## config.mk

```make
export PLATFORM = sky130hd
export DESIGN_NAME = prog_loader
export DESIGN_NICKNAME = d
export VERILOG_FILES = /design/src/rtl/prog_loader_pkg.sv /design/src/rtl/prog_loader_pack.sv /design/src/rtl/prog_loader.sv
export SDC_FILE = /design/constraint.sdc
export NUM_CORES = 1
export LEC_CHECK = 0
export BUFFER_PORTS_ARGS = -buffer_cell sky130_fd_sc_hd__buf_2
export CAP_MARGIN = 20
export CORE_AREA = 4 4 77 108
export DETAILED_ROUTE_END_ITERATION = 10
export DIE_AREA = 0 0 81 112
export PLACE_DENSITY_LB_ADDON = 0.05
export SYNTH_ARGS = -nofsm -noshare
export SYNTH_HDL_FRONTEND = slang
export SYNTH_SLANG_ARGS = --single-unit
```

## constraint.sdc

```tcl
create_clock -name clk -period 3.34 [get_ports clk]
set_input_delay 0.668 -clock clk [delete_from_list [all_inputs] [get_ports clk]]
set_output_delay 0.668 -clock clk [all_outputs]
set_load 0.05 [all_outputs]
```

## src/rtl/prog_loader_pkg.sv

```systemverilog
// Shared definitions for the boot-time program loader: FSM encoding,
// stream framing constants and the header word-count check.
package prog_loader_pkg;

  typedef enum logic [2:0] {
    ST_HDR0,
    ST_HDR1,
    ST_DATA,
    ST_CSUM,
    ST_FIRE,
    ST_DONE,
    ST_ERR
  } state_t;

  localparam int HDR_BYTES      = 2;
  localparam int BYTES_PER_WORD = 4;

  // A count of zero, or more words than the RAM holds, aborts the load.
  function automatic logic hdr_bad(input logic [15:0] n, input int addr_w);
    logic [16:0] cap;
    cap = 17'(1) << addr_w;
    return (n == 16'd0) || ({1'b0, n} > cap);
  endfunction

endpackage

```

## src/rtl/prog_loader_pack.sv

```systemverilog
// Byte lane counter plus little-endian word assembler; word_valid marks the
// cycle in which the 4th byte of a word is accepted, with the full word on word.
module prog_loader_pack
  import prog_loader_pkg::*;
(
  input  logic        clk,
  input  logic        rst,
  input  logic        byte_vld,
  input  logic [7:0]  byte_in,
  output logic [31:0] word,
  output logic        word_valid
);

  localparam int LANE_W = $clog2(BYTES_PER_WORD);
  localparam int SR_W   = 8 * (BYTES_PER_WORD - 1);

  logic [LANE_W-1:0] lane_p0;
  logic [SR_W-1:0]   sr_p0;

  always_ff @(posedge clk) begin
    if (rst) begin
      lane_p0 <= '0;
    end else if (byte_vld) begin
      lane_p0 <= lane_p0 + LANE_W'(1);
    end
  end

  // Earlier bytes slide down so the first byte of a word lands in bits 7:0.
  always_ff @(posedge clk) begin
    if (byte_vld) begin
      sr_p0 <= {byte_in, sr_p0[SR_W-1:8]};
    end
  end

  assign word       = {byte_in, sr_p0};
  assign word_valid = byte_vld && (lane_p0 == LANE_W'(BYTES_PER_WORD - 1));

endmodule

```

## src/rtl/prog_loader.sv

```systemverilog
// Load-then-run boot loader for processor_1: header, LE payload words to RAM,
// then release reset with a start pulse. Optional trailing XOR byte: PROG_LOADER_CHECKSUM_EN.
module prog_loader
  import prog_loader_pkg::*;
#(
  parameter int ADDR_W = 8
) (
  input  logic              clk,
  input  logic              rst,
  input  logic [7:0]        in_data,
  input  logic              in_valid,
  output logic              in_ready,
  output logic              mem_we,
  output logic [ADDR_W-1:0] mem_addr,
  output logic [31:0]       mem_wdata,
  output logic              proc_rst,
  output logic              proc_start,
  output logic              busy,
  output logic              done,
  output logic              err
);

  localparam int CW = ADDR_W + 1;

  state_t        state_p0, state_nx;
  logic [7:0]    cnt_lo_p0;
  logic [CW-1:0] n_words_p0;
  logic [CW-1:0] wcnt_p0;
  logic [15:0]   hdr_n;
  logic          accept;
  logic          data_byte;
  logic          payload_end;
  logic [31:0]   word;
  logic          word_valid;

  assign hdr_n       = {in_data, cnt_lo_p0};
  assign accept      = in_valid && in_ready;
  assign data_byte   = accept && (state_p0 == ST_DATA);
  assign payload_end = (wcnt_p0 == n_words_p0);

`ifdef PROG_LOADER_CHECKSUM_EN
  logic [7:0] csum_p0;
  logic       csum_ok;
  assign csum_ok = (in_data == csum_p0);
`endif

  prog_loader_pack u_pack (
    .clk        (clk),
    .rst        (rst),
    .byte_vld   (data_byte),
    .byte_in    (in_data),
    .word       (word),
    .word_valid (word_valid)
  );

  always_comb begin
    state_nx   = state_p0;
    in_ready   = 1'b0;
    busy       = 1'b0;
    done       = 1'b0;
    err        = 1'b0;
    proc_rst   = 1'b1;
    proc_start = 1'b0;
    case (state_p0)
      ST_HDR0: begin
        in_ready = 1'b1;
        if (accept) state_nx = ST_HDR1;
      end
      ST_HDR1: begin
        in_ready = 1'b1;
        busy     = 1'b1;
        if (accept) state_nx = hdr_bad(hdr_n, ADDR_W) ? ST_ERR : ST_DATA;
      end
      // Once the last word is taken, the strobe cycle passes before leaving
      // DATA so the processor never starts while its RAM is still being written.
      ST_DATA: begin
        in_ready = !payload_end;
        busy     = 1'b1;
`ifdef PROG_LOADER_CHECKSUM_EN
        if (payload_end) state_nx = ST_CSUM;
`else
        if (payload_end) state_nx = ST_FIRE;
`endif
      end
`ifdef PROG_LOADER_CHECKSUM_EN
      ST_CSUM: begin
        in_ready = 1'b1;
        busy     = 1'b1;
        if (accept) state_nx = csum_ok ? ST_FIRE : ST_ERR;
      end
`endif
      ST_FIRE: begin
        busy       = 1'b1;
        proc_rst   = 1'b0;
        proc_start = 1'b1;
        state_nx   = ST_DONE;
      end
      ST_DONE: begin
        done     = 1'b1;
        proc_rst = 1'b0;
      end
      ST_ERR: begin
        err = 1'b1;
      end
      default: begin
        state_nx = ST_ERR;
      end
    endcase
  end

  // ---- stage p0 -> p1: state, counters and registered RAM write ----
  always_ff @(posedge clk) begin
    if (rst) begin
      state_p0   <= ST_HDR0;
      wcnt_p0    <= '0;
      n_words_p0 <= '0;
      mem_we     <= 1'b0;
      mem_addr   <= '0;
      mem_wdata  <= '0;
    end else begin
      state_p0 <= state_nx;
      mem_we   <= word_valid;
      if (accept && (state_p0 == ST_HDR1)) begin
        n_words_p0 <= CW'(hdr_n);
      end
      if (word_valid) begin
        mem_addr  <= wcnt_p0[ADDR_W-1:0];
        mem_wdata <= word;
        wcnt_p0   <= wcnt_p0 + CW'(1);
      end
    end
  end

  always_ff @(posedge clk) begin
    if (accept && (state_p0 == ST_HDR0)) begin
      cnt_lo_p0 <= in_data;
    end
  end

`ifdef PROG_LOADER_CHECKSUM_EN
  always_ff @(posedge clk) begin
    if (rst) begin
      csum_p0 <= '0;
    end else if (data_byte) begin
      csum_p0 <= csum_p0 ^ in_data;
    end
  end
`endif

endmodule

```

# Word-level counts from Yosys, hierarchy flattened
# Cells that the tools add are included.
[word_totals] regBits=96 inputBits=11
[op_classes] bitwise=1 eq_ne=10 addsub=2 magnitude_cmp=1 n_mux=11 reduce_logical=14
[op_table] cell="16-bit by 9-bit greater-than comparator with 1-bit output, second input constant" count=1
[op_table] cell="16-bit logical NOT" count=1
[op_table] cell="3-bit case mux with 5 select lines" count=1
[op_table] cell="3-bit 2-to-1 mux" count=4
[op_table] cell="9-bit by 1-bit adder with 9-bit output, second input constant" count=1
[op_table] cell="3-bit == test, second input constant" count=3
[op_table] cell="9-bit == test" count=1
[op_table] cell="2-bit inequality test, second input constant" count=3
[op_table] cell="2-bit OR reduction" count=3
[op_table] cell="1-bit logical AND" count=5
[op_table] cell="1-bit 2-to-1 mux" count=5
[op_table] cell="4-bit AND reduction" count=1
[op_table] cell="3-bit by 1-bit == test with 1-bit output, second input constant" count=1
[op_table] cell="3-bit by 2-bit == test with 1-bit output, second input constant" count=1
[op_table] cell="3-bit logical NOT" count=1
[op_table] cell="3-bit OR reduction" count=1
[op_table] cell="2-bit by 1-bit adder with 2-bit output, second input constant" count=1
[op_table] cell="2-bit == test, second input constant" count=1
[op_table] cell="1-bit case mux with 2 select lines" count=1
[op_table] cell="1-bit logical NOT" count=1
[op_table] cell="1-bit logical OR" count=1
[op_table] cell="1-bit inverter" count=1

# Depth between registers and ports, before layout
[depth] word_depth=6 mapped_depth=8

# Cells and area by module
# From an unflattened synthesis, not the netlist that was laid out.
[hier_totals] cells_unflattened=310 area_unflattened_um2=3578.4
[modules_own_cells] mod="prog_loader" cells_each=270 instances=1 area_each_um2=2711.4
[modules_own_cells] mod="prog_loader_pack" cells_each=40 instances=1 area_each_um2=867.1

# Worst setup path before layout
# OpenSTA, ideal clock, no wires.
[synth_timing] path_kind="in2reg" start="input port in_valid" end="register u_pack.lane_p0[0]" required_ns=3.219 path_buffers=0 setup_ns=0.121 path_stages=4 arrival_ns=2.524 path_slack_ns=0.696 cell_sequence="nor2b_1 -> inv_1 -> nor2_1 -> mux2_2"
[synth_between] elab_chain_len=2
[synth_rtl] element="start: declaration" line_no="prog_loader.sv:11" source="input logic in_valid,"
[synth_rtl] element="1-bit logical AND" line_no="prog_loader.sv:37" source="assign accept = in_valid && in_ready;"
[synth_rtl] element="1-bit logical AND" line_no="prog_loader.sv:38" source="assign data_byte = accept && (state_p0 == ST_DATA);"
[synth_rtl] element="via data_byte" line_no="prog_loader.sv:31" source="logic data_byte;"
[synth_rtl] element="end signal: assignment" line_no="prog_loader_pack.sv:24" source="lane_p0 <= lane_p0 + LANE_W'(1);"
[synth_rtl] element="end: declaration" line_no="prog_loader_pack.sv:17" source="logic [LANE_W-1:0] lane_p0;"
# The timed path passes the listed nets, and every way through them passes these cells.
# A chain may end at the register's enable or synchronous reset.

# Worst setup path after layout
[layout_timing] start="register wcnt_p0[1]" end="output port in_ready"
[layout_between] elab_chain_len=3
[layout_rtl] element="start: declaration" line_no="prog_loader.sv:28" source="logic [CW-1:0] wcnt_p0;"
[layout_rtl] element="start signal: assignment" line_no="prog_loader.sv:129" source="wcnt_p0 <= wcnt_p0 + CW'(1);"
[layout_rtl] element="9-bit == test" line_no="prog_loader.sv:39" source="assign payload_end = (wcnt_p0 == n_words_p0);"
[layout_rtl] element="1-bit logical NOT" line_no="prog_loader.sv:77" source="in_ready = !payload_end;"
[layout_rtl] element="1-bit case mux with 2 select lines" line_no="prog_loader.sv:64" source="case (state_p0)"
[layout_rtl] element="end: declaration" line_no="prog_loader.sv:12" source="output logic in_ready,"
# No other way between the ends.

==> results_tabular.tex <==
\begin{tabular}{lr}
\hline
Metric & Value \\
\hline
\multicolumn{2}{l}{\textbf{GRT}} \\
\quad Remaining Overflow, GRT & 0 \\
\quad Met2 track utilization from global routing & 0.299 \\
\quad Fraction of met3 tracks used by global routing & 0.0372 \\
\quad Most congested layer reported by global routing & met2 \\
\quad Maximum number of pins on one net before global-route repair & 45 \\
\quad Number of antenna violations at the first check in global routing & 0 \\
\quad Number of global-route vias before repair & 2,589 \\
\quad Met1 track demand over resource in global routing & 0.222 \\
\quad Total Routing Usage GR & 0.179 \\
\quad Global-route wire length before repair & 12.5 mm \\
\multicolumn{2}{l}{\textbf{Floorplanning}} \\
\quad I/O pin count & 58 \\
\quad Die ar. & 0.00907 mm² \\
\quad Number of placement rows & 37 \\
\quad Placeable core area & 0.00731 mm² \\
\quad Overall die width & 81 µm \\
\quad Starting density of the core & 0.493 \\
\quad Vertical die dimension & 112 µm \\
\multicolumn{2}{l}{\textbf{Hold path}} \\
\quad Worst Hold Class & flip-flop to flip-flop \\
\quad Cells on Worst Hold Path & 2 \\
\multicolumn{2}{l}{\textbf{Finish}} \\
\quad Fill cells & 714 \\
\quad Fraction of layout cells with a size suffix above 1 & 0.205 \\
\quad Nets & 422 \\
\quad Area growth, synth to finish & 14.3\% \\
\quad Area taken by multi-input logic gates & 0.00124 mm² \\
\quad Reg area & 0.00224 mm² \\
\quad Count of antenna diodes in the layout & 0 \\
\quad Final non-filler cell total & 511 \\
\multicolumn{2}{l}{\textbf{Setup path}} \\
\quad Critical path endpoint category & output port \\
\quad Critical-path maximum fanout & 7 \\
\quad CP Class & flip-flop to output port \\
\quad Logic depth of the worst register-to-register path & 6 \\
\quad Crit path max-delay family & compound AO/OA/AOI/OAI gates \\
\quad Slowest stage cell on the critical path & o31ai\_4 \\
\quad Critical Path Start Type & flip-flop \\
\quad Stages on worst setup path & 5 \\
\quad Buf/Inv on CP & 1 \\
\quad Critical Path RT & 2.67 ns \\
\quad Largest stage delay, worst path & 0.41 ns \\
\quad Cell chain of the critical path & xnor2\_1 > nand4\_2 > o31ai\_4 > a21oi\_1 > buf\_2 \\
\quad Arrival @ worst endpoint & 2.02 ns \\
\multicolumn{2}{l}{\textbf{Logic synthesis}} \\
\quad Area share of and/or/nand/nor cells after synthesis & 0.175 \\
\quad Number of library cell types mapped by synthesis & 40 \\
\quad Proportion of synthesized flip-flops having asynchronous set or reset & 0 \\
\quad Synth area leaders & dfxtp\_1 35\%, edfxtp\_1 27\%, nand2\_1 11\% \\
\quad Syn Area/Cell & 10.2 µm² \\
\quad Register bit count reported by yosys & 96 \\
\quad Cell taking the most area after synthesis & dfxtp\_1 \\
\quad Library cell with the highest instance count after synthesis & nand2\_1 \\
\quad Arithmetic-cell share of the synthesized area counting full adders, half adders and majority gates & 0.00693 \\
\quad Top post-synthesis cells by count & 106 x nand2\_1, 64 x dfxtp\_1, 59 x a21oi\_1, 32 x edfxtp\_1, 11 x xnor2\_1 \\
\quad Total nets after synthesis & 368 \\
\quad Sequential cell area fraction in the yosys report & 0.621 \\
\quad Synth Flop Type & dfxtp\_1 \\
\quad Number of flops mapped to enable cells by yosys & 32 \\
\quad Ys Warns & 0 \\
\quad Cell Area, Synth & 0.00361 mm² \\
\quad Area fraction in compound gates after synthesis & 0.123 \\
\quad Cells after Synth & 355 \\
\quad Combinational family with the most area after synthesis & simple AND/OR/NAND/NOR gates \\
\quad Top-area cell type share of the netlist area & 0.355 \\
\quad Xor/xnor share of the synthesized area & 0.0315 \\
\quad Mux contribution to synthesized area & 0.00589 \\
\multicolumn{2}{l}{\textbf{Clock network}} \\
\quad Cts repair resizes & 0 \\
\quad Number of buffers inserted to repair setup after CTS & 0 \\
\quad Sinks on Clock Net & 96 \\
\quad Worst-skew pair later-pin latency & 0.35 ns \\
\quad TritonCTS buffer count & 9 \\
\quad Number of H-tree levels & 3 \\
\quad Cell chosen for the clock root & clkbuf\_8 \\
\quad Clk pin slew, worst setup/hold paths & 0.08 ns \\
\quad Clock tree from TritonCTS & built \\
\quad Post-CTS Hold Buffers & 0 \\
\quad Maximum buffer depth of the clock tree & 2 \\
\multicolumn{2}{l}{\textbf{Power}} \\
\quad Cell area power density & 535 mW/mm² \\
\quad Pleak & 0.00148 µW \\
\quad Worst ir drop on vdd & 0.303 mV \\
\multicolumn{2}{l}{\textbf{Route}} \\
\quad Sum of routed wire length over all layers & 7.23 mm \\
\quad Pre-antenna DRT Iters & 4 \\
\quad DRC errors left & 0 \\
\quad Routed length per placed instance & 14.1 µm \\
\quad Drt first-iter violations & 183 \\
\quad Antenna Nets Post-Route & 0 \\
\quad Via count & 2,590 \\
\quad Routed via count divided by cell count & 5.07 \\
\multicolumn{2}{l}{\textbf{Placement}} \\
\quad Post-Place Cells & 495 \\
\quad Half-perimeter wire length of the detailed placement result & 4.95 mm \\
\quad Total of buffers placed on input and output ports & 57 \\
\quad Final weighted congestion of routability-driven global placement & 0.766 \\
\multicolumn{2}{l}{\textbf{Timing}} \\
\quad Worst max-slew margin expressed relative to the limit & 0.380 \\
\quad RSZ-0062 raised after global routing & no \\
\quad Final Hold Vio Count & 0 \\
\quad Final Setup Violations & 0 \\
\quad Post-route clock period utilization & 0.806 \\
\quad Slew at the pin closest to its max-slew limit & 0.930 ns \\
\quad Maximum clock frequency & 371 MHz \\
\quad Number of pins exceeding their max-slew limit in the final report & 0 \\
\quad Worst setup skew after layout & 0.00989 ns \\
\quad Sum Neg Setup Slack & 0 ns \\
\quad Fin crit period & 2.69 ns \\
\multicolumn{2}{l}{\textbf{Flow run}} \\
\quad Maxcap violations & 0 \\
\multicolumn{2}{l}{\textbf{Run status}} \\
\quad Status & finished clean \\
\hline
\end{tabular}
[metrics by stage]
step           cell area (µm²)  hold slack (ns)  worst slack, ns  utilization  total power [µW]
2_1_floorplan             3610            0.426            0.696            -              1450
3_3_place_gp              3940            0.433            0.904        0.539              1510
3_5_place_dp              3940            0.435            0.825        0.539              1510
4_1_cts                   4130            0.455            0.621        0.564              2230
5_1_grt                   4130            0.469            0.466        0.564              2310
6_report                  4130            0.452            0.648        0.564              2210
[layout make-up]
class | count | share of cell area
clock buffers | 11 | 0.0318
clock inverters | 5 | 0.0133
inverters | 4 | 0.00364
multi-input cells | 236 | 0.300
flip-flops and latches | 96 | 0.543
well taps | 97 | 0.0294
repair buffers | 62 | 0.0782
[logic make-up (layout without fill, tap and decap cells)]
group | count (synthesis) | in the layout
flops | 96 | 96
buf+inv | 23 | 82
fa+ha+maj | 2 | 2
simple gates | 143 | 143
mux | 2 | 2
xor+xnor | 13 | 13
compound gates | 76 | 76
[report_power, final]
group	switching, µW	internal (µW)
logic	151	59.3
registers	32.3	1240
clock network	378	346
[cells in the final DEF, fill, tap and decap left out, types with 3 or more instances in the layout]
cell type / count
nor2_1: 7
nand2_1: 106
a21oi_1: 59
o21ai_0: 6
inv_1: 4
nor4_1: 5
or3_1: 4
buf_4: 5
nand2b_1: 3
xnor2_1: 11
clkbuf_8: 9
edfxtp_1: 32
buf_2: 57
dfxtp_1: 64
[worst reg2reg max path: stages (launching register included)]
cell     delay, ns
dfxtp_1       0.38
xnor2_1       0.28
nand4_2       0.25
o31ai_4       0.80
buf_4         0.44
nand2_1       0.09
a21oi_1       0.15
[state kept, by name, summed over array words and instances (netlist names)]
register	count
cnt_lo_p0	8
mem_addr	8
mem_wdata	32
mem_we	1
n_words_p0	9
state_p0	3
u_pack.lane_p0	2
u_pack.sr_p0	24
wcnt_p0	9
[per-layer routing]
layer / part of all wire / vias to the layer above
li1: - / 1321
met1: 0.45 / 1218
met2: 0.50 / 45
met3: 0.039 / 6
met4: 0.013 / 0
met5: 0 / -
[worst paths after layout]
kind                     from            end  slack, ns
setup reg to reg   wcnt_p0[1]  mem_wdata[19]       0.87
setup / recovery   wcnt_p0[1]       in_ready       0.65
hold reg to reg   mem_addr[2]    mem_addr[2]       0.45
hold / removal    mem_addr[2]    mem_addr[2]       0.45
Note: power is estimated with default switching activity, not from simulation.
